**src/rtl/sprite_pkg.sv**
```systemverilog
// Shared types and constants for the rotating sprite bank.
// Sprite facing and the pixel encodings the RGB mux treats specially.
package sprite_pkg;

  typedef enum logic [1:0] {
    DIR_UP    = 2'b00,
    DIR_RIGHT = 2'b01,
    DIR_DOWN  = 2'b10,
    DIR_LEFT  = 2'b11
  } dir_t;

  localparam logic [7:0] TRANSPARENT_ENCODING = 8'hFF;
  localparam logic [7:0] RESET_RGB            = 8'h00;

endpackage

```
**src/rtl/sprite_anim_counter.sv**
```systemverilog
// Per-sprite animation state: a tick prescaler over video frames feeding a
// wrapping frame counter. Disabling the sprite clears both immediately.
module sprite_anim_counter #(
  parameter int ANIM_FRAMES = 4,
  parameter int ANIM_PERIOD = 8,
  localparam int FRAME_W = (ANIM_FRAMES > 1) ? $clog2(ANIM_FRAMES) : 1,
  localparam int TICK_W  = (ANIM_PERIOD > 1) ? $clog2(ANIM_PERIOD) : 1
) (
  input  logic               clk,
  input  logic               resetN,
  input  logic               startOfFrame,
  input  logic               enable,
  input  logic               moving,
  output logic [FRAME_W-1:0] frame
);

  logic [TICK_W-1:0]  tick_q, tick_d;
  logic [FRAME_W-1:0] frame_q, frame_d;

  always_comb begin
    tick_d  = tick_q;
    frame_d = frame_q;
    if (!enable) begin
      tick_d  = '0;
      frame_d = '0;
    end else if (startOfFrame && moving) begin
      if (tick_q == TICK_W'(ANIM_PERIOD - 1)) begin
        tick_d  = '0;
        frame_d = (frame_q == FRAME_W'(ANIM_FRAMES - 1)) ? '0 : frame_q + 1'b1;
      end else begin
        tick_d = tick_q + 1'b1;
      end
    end
  end

  always_ff @(posedge clk or negedge resetN) begin
    if (!resetN) begin
      tick_q  <= '0;
      frame_q <= '0;
    end else begin
      tick_q  <= tick_d;
      frame_q <= frame_d;
    end
  end

  assign frame = frame_q;

endmodule

```
**src/rtl/rotating_sprite_bank.sv**
```systemverilog
// Hit-tests the current VGA pixel against NUM_OBJ frame-latched square sprites
// and emits the lowest-index winner's rotated bitmap offset two clocks later.
module rotating_sprite_bank
  import sprite_pkg::*;
#(
  parameter int          NUM_OBJ      = 4,
  parameter int          OBJECT_SIZE  = 32,
  parameter int          COORD_W      = 11,
  parameter int          ANIM_FRAMES  = 4,
  parameter int          ANIM_PERIOD  = 8,
  parameter logic [7:0]  OBJECT_COLOR = 8'h5b,
  localparam int OFF_W   = $clog2(OBJECT_SIZE),
  localparam int IDX_W   = (NUM_OBJ > 1) ? $clog2(NUM_OBJ) : 1,
  localparam int FRAME_W = (ANIM_FRAMES > 1) ? $clog2(ANIM_FRAMES) : 1
) (
  input  logic                            clk,
  input  logic                            resetN,
  input  logic                            startOfFrame,
  input  logic [COORD_W-1:0]              pixelX,
  input  logic [COORD_W-1:0]              pixelY,
  input  logic [NUM_OBJ-1:0][COORD_W-1:0] topLeftX,
  input  logic [NUM_OBJ-1:0][COORD_W-1:0] topLeftY,
  input  logic [NUM_OBJ-1:0][1:0]         objDir,
  input  logic [NUM_OBJ-1:0]              objEnable,
  input  logic [NUM_OBJ-1:0]              objMoving,
  output logic [OFF_W-1:0]                offsetX,
  output logic [OFF_W-1:0]                offsetY,
  output logic [IDX_W-1:0]                objIndex,
  output logic [FRAME_W-1:0]              animFrame,
  output logic                            drawingRequest,
  output logic [7:0]                      RGBout
);

  localparam logic [OFF_W-1:0] SIDE_MAX = OFF_W'(OBJECT_SIZE - 1);

  logic [NUM_OBJ-1:0][COORD_W-1:0] shX_q, shY_q;
  logic [NUM_OBJ-1:0][1:0]         shDir_q;
  logic [NUM_OBJ-1:0]              shEn_q;
  logic [NUM_OBJ-1:0][FRAME_W-1:0] frameCnt;

  // Positions are frozen at frame start so a sprite never tears mid-frame.
  always_ff @(posedge clk or negedge resetN) begin
    if (!resetN) begin
      shX_q   <= '0;
      shY_q   <= '0;
      shDir_q <= '0;
      shEn_q  <= '0;
    end else if (startOfFrame) begin
      shX_q   <= topLeftX;
      shY_q   <= topLeftY;
      shDir_q <= objDir;
      shEn_q  <= objEnable;
    end
  end

  for (genvar g = 0; g < NUM_OBJ; g++) begin : g_anim
    sprite_anim_counter #(
      .ANIM_FRAMES (ANIM_FRAMES),
      .ANIM_PERIOD (ANIM_PERIOD)
    ) u_anim (
      .clk          (clk),
      .resetN       (resetN),
      .startOfFrame (startOfFrame),
      .enable       (objEnable[g]),
      .moving       (objMoving[g]),
      .frame        (frameCnt[g])
    );
  end

  logic [NUM_OBJ-1:0][COORD_W:0]   relX, relY;
  logic [NUM_OBJ-1:0]              s1Hit_d, s1Hit_q;
  logic [NUM_OBJ-1:0][OFF_W-1:0]   s1Rx_d, s1Rx_q, s1Ry_d, s1Ry_q;
  logic [NUM_OBJ-1:0][1:0]         s1Dir_q;
  logic [NUM_OBJ-1:0][FRAME_W-1:0] s1Frame_q;
  logic                            s1Valid_q;

  // The extra sign bit keeps pixels left of / above a sprite from wrapping in.
  always_comb begin
    relX    = '0;
    relY    = '0;
    s1Hit_d = '0;
    s1Rx_d  = '0;
    s1Ry_d  = '0;
    for (int i = 0; i < NUM_OBJ; i++) begin
      relX[i]    = {1'b0, pixelX} - {1'b0, shX_q[i]};
      relY[i]    = {1'b0, pixelY} - {1'b0, shY_q[i]};
      s1Hit_d[i] = shEn_q[i] && (relX[i][COORD_W:OFF_W] == '0)
                             && (relY[i][COORD_W:OFF_W] == '0);
      s1Rx_d[i]  = relX[i][OFF_W-1:0];
      s1Ry_d[i]  = relY[i][OFF_W-1:0];
    end
  end

  always_ff @(posedge clk or negedge resetN) begin
    if (!resetN) begin
      s1Hit_q   <= '0;
      s1Rx_q    <= '0;
      s1Ry_q    <= '0;
      s1Dir_q   <= '0;
      s1Frame_q <= '0;
      s1Valid_q <= 1'b0;
    end else begin
      s1Hit_q   <= s1Hit_d;
      s1Rx_q    <= s1Rx_d;
      s1Ry_q    <= s1Ry_d;
      s1Dir_q   <= shDir_q;
      s1Frame_q <= frameCnt;
      s1Valid_q <= 1'b1;
    end
  end

  logic                selFound;
  logic [IDX_W-1:0]    selIdx;
  logic [OFF_W-1:0]    selRx, selRy;
  logic [1:0]          selDir;
  logic [FRAME_W-1:0]  selFrame;

  always_comb begin
    selFound = 1'b0;
    selIdx   = '0;
    selRx    = '0;
    selRy    = '0;
    selDir   = '0;
    selFrame = '0;
    for (int i = 0; i < NUM_OBJ; i++) begin
      if (!selFound && s1Hit_q[i]) begin
        selFound = 1'b1;
        selIdx   = IDX_W'(i);
        selRx    = s1Rx_q[i];
        selRy    = s1Ry_q[i];
        selDir   = s1Dir_q[i];
        selFrame = s1Frame_q[i];
      end
    end
  end

  logic                offX_d, offX_q_unused;
  logic [OFF_W-1:0]    offsetX_d, offsetX_q, offsetY_d, offsetY_q;
  logic [IDX_W-1:0]    objIndex_d, objIndex_q;
  logic [FRAME_W-1:0]  animFrame_d, animFrame_q;
  logic                drawReq_d, drawReq_q;
  logic [7:0]          rgb_d, rgb_q;

  assign offX_d        = 1'b0;
  assign offX_q_unused = offX_d;

  // Until the pipeline refills after reset, outputs keep their reset values.
  always_comb begin
    drawReq_d   = 1'b0;
    rgb_d       = RESET_RGB;
    offsetX_d   = '0;
    offsetY_d   = '0;
    objIndex_d  = '0;
    animFrame_d = '0;
    if (s1Valid_q) begin
      rgb_d = TRANSPARENT_ENCODING;
      if (selFound) begin
        drawReq_d   = 1'b1;
        rgb_d       = OBJECT_COLOR;
        objIndex_d  = selIdx;
        animFrame_d = selFrame;
        case (dir_t'(selDir))
          DIR_UP: begin
            offsetX_d = SIDE_MAX - selRy;
            offsetY_d = selRx;
          end
          DIR_RIGHT: begin
            offsetX_d = selRx;
            offsetY_d = selRy;
          end
          DIR_DOWN: begin
            offsetX_d = selRy;
            offsetY_d = SIDE_MAX - selRx;
          end
          DIR_LEFT: begin
            offsetX_d = SIDE_MAX - selRx;
            offsetY_d = SIDE_MAX - selRy;
          end
        endcase
      end
    end
  end

  always_ff @(posedge clk or negedge resetN) begin
    if (!resetN) begin
      drawReq_q   <= 1'b0;
      rgb_q       <= RESET_RGB;
      offsetX_q   <= '0;
      offsetY_q   <= '0;
      objIndex_q  <= '0;
      animFrame_q <= '0;
    end else begin
      drawReq_q   <= drawReq_d;
      rgb_q       <= rgb_d;
      offsetX_q   <= offsetX_d;
      offsetY_q   <= offsetY_d;
      objIndex_q  <= objIndex_d;
      animFrame_q <= animFrame_d;
    end
  end

  assign drawingRequest = drawReq_q;
  assign RGBout         = rgb_q;
  assign offsetX        = offsetX_q;
  assign offsetY        = offsetY_q;
  assign objIndex       = objIndex_q;
  assign animFrame      = animFrame_q;

endmodule

```
**config.mk**
```make
export PLATFORM = sky130hd
export DESIGN_NAME = rotating_sprite_bank
export DESIGN_NICKNAME = d
export VERILOG_FILES = /design/src/rtl/sprite_pkg.sv /design/src/rtl/sprite_anim_counter.sv /design/src/rtl/rotating_sprite_bank.sv
export SDC_FILE = /design/constraint.sdc
export NUM_CORES = 1
export LEC_CHECK = 0
export ABC_CLOCK_PERIOD_IN_PS = 2400
export BUFFER_PORTS_ARGS = -buffer_cell sky130_fd_sc_hd__clkbuf_2
export CORE_ASPECT_RATIO = 1.1
export CORE_UTILIZATION = 49
export DETAILED_ROUTE_END_ITERATION = 12
export PLACE_DENSITY = 0.72
export SLEW_MARGIN = 20
export SYNTH_ARGS = -nofsm -noshare
export SYNTH_HDL_FRONTEND = slang
export SYNTH_HIERARCHICAL = 1
export SYNTH_SLANG_ARGS = --single-unit
```
**constraint.sdc**
```tcl
create_clock -name clk -period 2.4 [get_ports clk]
set_clock_uncertainty 0.2 [all_clocks]
set_input_delay 0.12 -clock clk [delete_from_list [all_inputs] [get_ports clk]]
set_output_delay 0.12 -clock clk [all_outputs]
set_load 0.1 [all_outputs]
```
==> results of run 1 <==
-- worst max-delay path, delay by kind of cell (launching register included) --
| kind | cells | cell delay, ns |
|---|---|---|
| compound gates | 3 | 0.58 |
| fa+ha+maj | 1 | 0.24 |
| buf+inv | 2 | 0.22 |
| flops | 1 | 0.36 |
| simple gates | 3 | 0.72 |
-- layout by cell type, fill, tap and decap left out, drive strengths merged, types with 8 or more instances in the layout --
cell	n
dfrtp	198
clkbuf	169
inv	147
dlygate4sd3	127
o21ai	122
nand2	108
ha	96
nor2	65
buf	54
a21oi	35
mux2i	30
o21a	29
a22oi	29
xnor2	28
mux2	21
nand3	21
a31oi	21
nor3	18
nor2b	18
a21boi	16
nand2b	12
o2111ai	11
a21bo	10
or2b	9
nand3b	8
nand4	8
fa	8
a211oi	8
-- sequential cells by signal, summed over array words and instances, names as in the netlist, 4 cells and up --
name                  flops
g_anim.u_anim/tick_q     12
s1Rx_q                   20
s1Hit_q                   4
shX_q                    44
shY_q                    44
g_anim.u_anim/frame       8
shDir_q                   8
s1Ry_q                   20
shEn_q                    4
offsetX                   5
offsetY                   5
s1Frame_q                 8
s1Dir_q                   8
-- power by group through the flow --
| stage | Combinational [mW] | Clock, mW | Sequential (mW) |
|---|---|---|---|
| 6_report | 2.51 | 3.09 | 3.79 |
| 3_3_place_gp | 2.11 | 0 | 3.83 |
| 2_1_floorplan | 1.43 | 0 | 3.82 |
| 5_1_grt | 2.75 | 3.26 | 3.82 |
| 4_1_cts | 2.43 | 3.12 | 3.79 |
| 3_5_place_dp | 2.14 | 0 | 3.85 |
-- final timing paths --
kind | start | end | slack (ns) | cells past startpoint
hold reg to reg | shDir_q[1]$_DFFE_PN0P_ | s1Dir_q[1]$_DFF_PN0_ | 0.18 | 0
hold / removal | pixelY[0] | s1Ry_q[0]$_DFF_PN0_ | 0.02 | 4
setup reg to reg | shY_q[35]$_DFFE_PN0P_ | s1Hit_q[3]$_DFF_PN0_ | -0.0006 | 9
min in group asynchronous | resetN | g_anim[3].u_anim/tick_q[2]$_DFFE_PN0P_ | 0.51 | 3
setup / recovery | shY_q[35]$_DFFE_PN0P_ | s1Hit_q[3]$_DFF_PN0_ | -0.0006 | 9
max in group asynchronous | resetN | g_anim[0].u_anim/tick_q[2]$_DFFE_PN0P_ | 0.42 | 4
-- Yosys cell counts, drive strengths merged (8+ instances only) --
library cell / instances
a21oi: 35
buf: 16
or2b: 9
nor2b: 18
a211oi: 8
o21ai: 122
a22oi: 29
a21bo: 10
a31oi: 21
a21boi: 16
nand3: 21
nand2: 108
nand3b: 8
nand4: 8
mux2i: 30
mux2: 21
inv: 139
ha: 96
o2111ai: 11
fa: 8
o21a: 29
nand2b: 12
nor3: 18
xnor2: 28
clkbuf: 24
dfrtp: 198
nor2: 65
-- layer usage --
metal / share of wire / vias to the layer above / wire [um] / track usage
met3: 0.054 / 76 / 1680 / 0.0405
met1: 0.43 / 4808 / 13500 / 0.342
met4: 0.038 / 2 / 1180 / 0.128
met5: 0.00038 / - / 12 / 0
met2: 0.48 / 329 / 14900 / 0.438
li1: - / 4866 / - / -
-- cells by family after synthesis --
| group | share of synthesized area |
|---|---|
| and+or+nand+nor | 0.130 |
| muxes | 0.0463 |
| xor gates and xnor gates | 0.0264 |
| adders and majority gates | 0.117 |
| other | 0.000323 |
| AOI/OAI and AO/OA | 0.192 |
| buffers and inverters | 0.0608 |
| DFF | 0.427 |
-- cell type report --
class                           count  area (um^2)  share of cell area
Clock buffer                       19          453              0.0298
Clock inverter                     13          176              0.0116
Inverter                          139          522              0.0343
Multi-Input combinational cell    832         6240               0.410
Sequential cell                   198         4950               0.326
Tap cell                          300          375              0.0247
Timing Repair Buffer              331         2490               0.164
-- repair_timing --
action,CTS,global route
hold endpoints to repair,321,0
buffers inserted,3,0
cloned,0,0
endpoints found under the setup margin,4,14
gates resized for setup,42,22
pin swaps,19,7
hold buffers,127,0
==> reports/metrics.csv, run 1 <==
metric,value,unit
status,"finished, violations left",
violated checks,setup timing,
ys flop type,dfrtp_1,
Finished Cell Area,15200,um^2
TritonCTS Buffers,17,
routed len/inst,17.1,um
final period utilization,1.00,
IO buf count,151,
Layout Nets,1752,
First-pass DRT Iterations,5,
arrival time worst endpoint,2.55,ns
Total Routing Usage GR,0.266,
Synthesized Nets,1442,
pin count of the biggest net entering global routing,104,
Yosys top cell area share,0.427,
CP required,2.55,ns
initial antenna violation count,1,
Setup Slack @ Placement,-0.235,ns
H-tree Lvls,4,
Avg Synthesized Cell Area,9.59,um^2
relative slew slack,0.637,
Rows,58,
combinational share of power,0.267,
Internal Power,6.46,mW
Via density,5.50,
register share of total power,0.404,
Worst IR Drop VDD,460,uV
leakage power,7.22,nW
clock-pin slew on the worst setup and hold paths,0.08,ns
"area leader, netlist",dfrtp_1,
grt total ovfl,0,
Sw Ratio,0.313,
Tmin final,2.40,ns
Cells after Synth,1209,
max_cap viols,0,
RSZ-0062 raised after global routing,true,
Num Clock Sinks,198,
Initial Utilization,0.504,
cell area after synthesis,11600,um^2
worst hold slack,0.0161,ns
Area after DPL,13000,um^2
Final Max Slew Viols,0,
final design utilization,0.661,
"FF+latch count, synth",198,
"non-filler cells, final",1832,
pwr dens,617,nW/um^2
Diodes inserted,0,
First DRT Iteration DRCs,712,
Filler cells,1722,
Die Wd,149,um
"top cells by area, synth","dfrtp_1 (43%), ha_1 (10%), o21ai_0 (5.2%)",
CTS Root Cell,clkbuf_16,
routed vias,10100,
Synth async-reset ratio,1.00,
Startpoint Class,register,
clock buffer depth,2,
CP Class,register to register,
Crit-path slowest cell,or3_1,
CP Cell Sequence,"inv_1, ha_1, nor2b_2, o2111a_1, buf_4, or3_1, a211oi_2, o22ai_1, nor4_1",
maximum fanout along the worst path,2,
IO Count,152,
number of remaining DRC errors,0,
sequential share of the synthesized area,0.427,
setup_tns,-0.000634,ns
NetSw,2.94,mW
vias in the first global route,9872,
final wirelength,31300,um
# placed instances,1670,
global placement routability congestion,0.926,
die height,163,um
global-route wire length before repair,49700,um
"EDFF count, synth",0,
Clk pwr share,0.329,
Clock Latency Late Sink,0.45,ns
Fin. Hold Viols,0,
Area growth syn-to-layout,31.3,%
Slowest Stage Delay on Critical Path,0.38,ns
endpoints failing setup,1,
HP Class,input port to register,
post-route ant nets,0,
ratio of cells with drive above 1 in the final layout,0.211,
DP HPWL,22100,um
measured slew at the worst slew-check pin,0.547,ns
Die ar.,24300,um^2
yosys synthesis warning count,6,
highest clock rate,0.417,GHz
core area,23000,um^2
synth unique cells,72,
CTS tree,yes,
"Power, Total",9.39,mW
Critical Path Sink Type,register,
PnR worst setup slack,-0.000634,ns
Note: power is estimated with default switching activity, not from simulation.
==> run 2: changes to the inputs <==
Settings changed: BUFFER_PORTS_ARGS -buffer_cell sky130_fd_sc_hd__clkbuf_2 to not set, DONT_BUFFER_PORTS set to 1, PLACE_DENSITY 0.72 to 0.66.
==> run 2 against run 1 <==
Effect of this change:
- sequential cell count did not move
- fmax fell by 1.6%
- power shrank 2.0%
- the flow finishes with violations (hold timing, setup timing)
- global-route usage is 2.2 points higher
- routed wire length grew 9.5%
- clock-buffer cell count is 3 higher
==> reports/metrics.csv, run 2 (synthesis gave the netlist of run 1 again) <==
metric,value,unit,change
critical path's top delay family,compound AO/OA/AOI/OAI gates,,was simple AND/OR/NAND/NOR gates
final wirelength,34300,um,was 31300 um
leakage power,6.92,nW,was 7.22 nW
First-pass DRT Iterations,5,,unchanged
"commonest cells after routing, fill and taps aside","dlygate4sd3_1 (223), dfrtp_1 (196), inv_1 (135), o21ai_0 (115), nand2_1 (108)",,"was dfrtp_1 (198), clkbuf_2 (149), inv_1 (139), dlygate4sd3_1 (127), o21ai_0 (116)"
Worst IR Drop VDD,478,uV,was 460 uV
measured slew at the worst slew-check pin,0.885,ns,was 0.547 ns
number of remaining DRC errors,0,,unchanged
Area growth syn-to-layout,32.8,%,was 31.3%
PnR worst setup slack,-0.0387,ns,was -0.000634 ns
global placement routability congestion,0.882,,was 0.926
core area,23000,um^2,unchanged
"non-filler cells, final",1781,,was 1832
CTS Root Cell,clkbuf_16,,unchanged
DP HPWL,21900,um,was 22100 um
"Buf+Inv Stages, Crit Path",2,,unchanged
highest clock rate,0.410,GHz,was 0.417 GHz
Startpoint Class,input port,,was register
IO buf count,0,,was 151
CP required,2.54,ns,was 2.55 ns
Setup Slack @ Placement,-0.139,ns,was -0.235 ns
Rows,58,,unchanged
Die Wd,149,um,unchanged
Clock Latency Late Sink,0.44,ns,was 0.45 ns
Final Max Slew Viols,0,,unchanged
final period utilization,1.02,,was 1.00
vias in the first global route,10500,,was 9872
H-tree Lvls,4,,unchanged
violated checks,"hold timing, setup timing",,was setup timing
TritonCTS Buffers,17,,unchanged
pin count of the biggest net entering global routing,199,,was 104
grt total ovfl,0,,unchanged
CP Cell Sequence,"dlygate4sd3_1, inv_2, ha_4, fa_2, nor2b_4, o2111ai_2, nand3_2, a211o_1, a2111o_1, nor4_2",,"was inv_1, ha_1, nor2b_2, o2111a_1, buf_4, or3_1, a211oi_2, o22ai_1, nor4_1"
Via density,5.68,,was 5.50
clock-pin slew on the worst setup and hold paths,0.07,ns,was 0.08 ns
routed vias,10100,,about the same
worst hold slack,-0.817,ns,was 0.0161 ns
initial antenna violation count,1,,unchanged
arrival time worst endpoint,2.58,ns,was 2.55 ns
IO Count,152,,unchanged
"Power, Total",9.21,mW,was 9.39 mW
Area after DPL,12200,um^2,was 13000 um^2
HP Class,input port to async pin,,was input port to register
Slowest Stage Delay on Critical Path,0.55,ns,was 0.38 ns
endpoints failing setup,3,,was 1
biggest regs,"shX_q x44, shY_q x44",,unchanged
# placed instances,1519,,was 1670
Initial Utilization,0.504,,unchanged
First DRT Iteration DRCs,618,,was 712
status,"finished, violations left",,unchanged
ratio of cells with drive above 1 in the final layout,0.121,,was 0.211
max_cap viols,0,,unchanged
RSZ-0062 raised after global routing,true,,unchanged
CTS tree,yes,,unchanged
Die ar.,24300,um^2,unchanged
CP Class,input port to register,,was register to register
routed len/inst,19.3,um,was 17.1 um
Crit-path slowest cell,dlygate4sd3_1,,was or3_1
most common library cell in the layout ignoring fill and taps,dlygate4sd3_1,,was dfrtp_1
relative slew slack,0.410,,was 0.637
Total Routing Usage GR,0.288,,was 0.266
Layout Nets,1701,,was 1752
Tmin final,2.44,ns,was 2.40 ns
maximum fanout along the worst path,4,,was 2
global-route wire length before repair,53200,um,was 49700 um
Fin. Hold Viols,199,,was 0
Critical Path Sink Type,register,,unchanged
pwr dens,598,nW/um^2,was 617 nW/um^2
post-route ant nets,0,,unchanged
Num Clock Sinks,198,,unchanged
Finished Cell Area,15400,um^2,was 15200 um^2
clock buffer depth,2,,unchanged
die height,163,um,unchanged
[run 2: worst paths after layout]
path,startpoint,endpoint,slack [ns],depth (start not counted)
worst max-delay path,pixelY[0],s1Hit_q[0]$_DFF_PN0_,-0.04,10
worst min-delay path,resetN,g_anim[1].u_anim/tick_q[2]$_DFFE_PN0P_,-0.82,0
worst max register to register,shY_q[0]$_DFFE_PN0P_,s1Hit_q[0]$_DFF_PN0_,-0.03,8
worst min register to register,shDir_q[4]$_DFFE_PN0P_,s1Dir_q[4]$_DFF_PN0_,0.17,0
max in group asynchronous,resetN,s1Ry_q[4]$_DFF_PN0_,2.56,0
min in group clk,pixelY[7],s1Hit_q[2]$_DFF_PN0_,0,4
[run 2: area by class of cell]
class	count	area, um^2
Inverter	139	522
Fill cell	1729	7610
Timing Repair Buffer	280	2710
Clock buffer	22	464
Sequential cell	198	4960
Antenna cell	1	2.50
Clock inverter	9	118
Tap cell	300	375
Multi-Input combinational cell	832	6250
[run 2: what timing repair did]
item / in CTS / in global routing
hold endpoints to repair: 351 / 199
hold buffers: 224 / 1
resized for setup: 19 / 52
pin swaps: 11 / 25
gates cloned: 0 / 0
setup endpoints to repair: 3 / 4
buffers inserted: 2 / 3
[run 2: metal layers]
layer	global-route usage	share of wire	vias up
li1	-	-	4766
met1	0.335	0.40	4904
met2	0.508	0.50	337
met3	0.0466	0.056	101
met4	0.148	0.038	2
met5	0	0.00038	-
[run 2: where the power goes]
part / leakage, nW / total, mW / switching (mW) / internal (mW)
registers: 2.45 / 3.81 / 0.144 / 3.67
logic: 4.19 / 2.51 / 1.28 / 1.23
clock network: 0.279 / 2.88 / 1.28 / 1.60
[run 2: per-stage QoR]
stage / setup TNS [ns] / utilization
after floorplan: 0 / -
after global placement: -0.189 / 0.530
after detailed placement: -0.315 / 0.530
after CTS: 0 / 0.658
after global routing: -0.393 / 0.669
final: -0.0813 / 0.669
[run 2: worst register-to-register path: stages, from the launching register on]
cell       delay (ns)
dfrtp_1          0.42
ha_4             0.18
fa_2             0.38
nor2b_4          0.13
o2111ai_2        0.13
nand3_2          0.12
o2111ai_2        0.14
a2111o_1         0.40
nor4_2           0.23
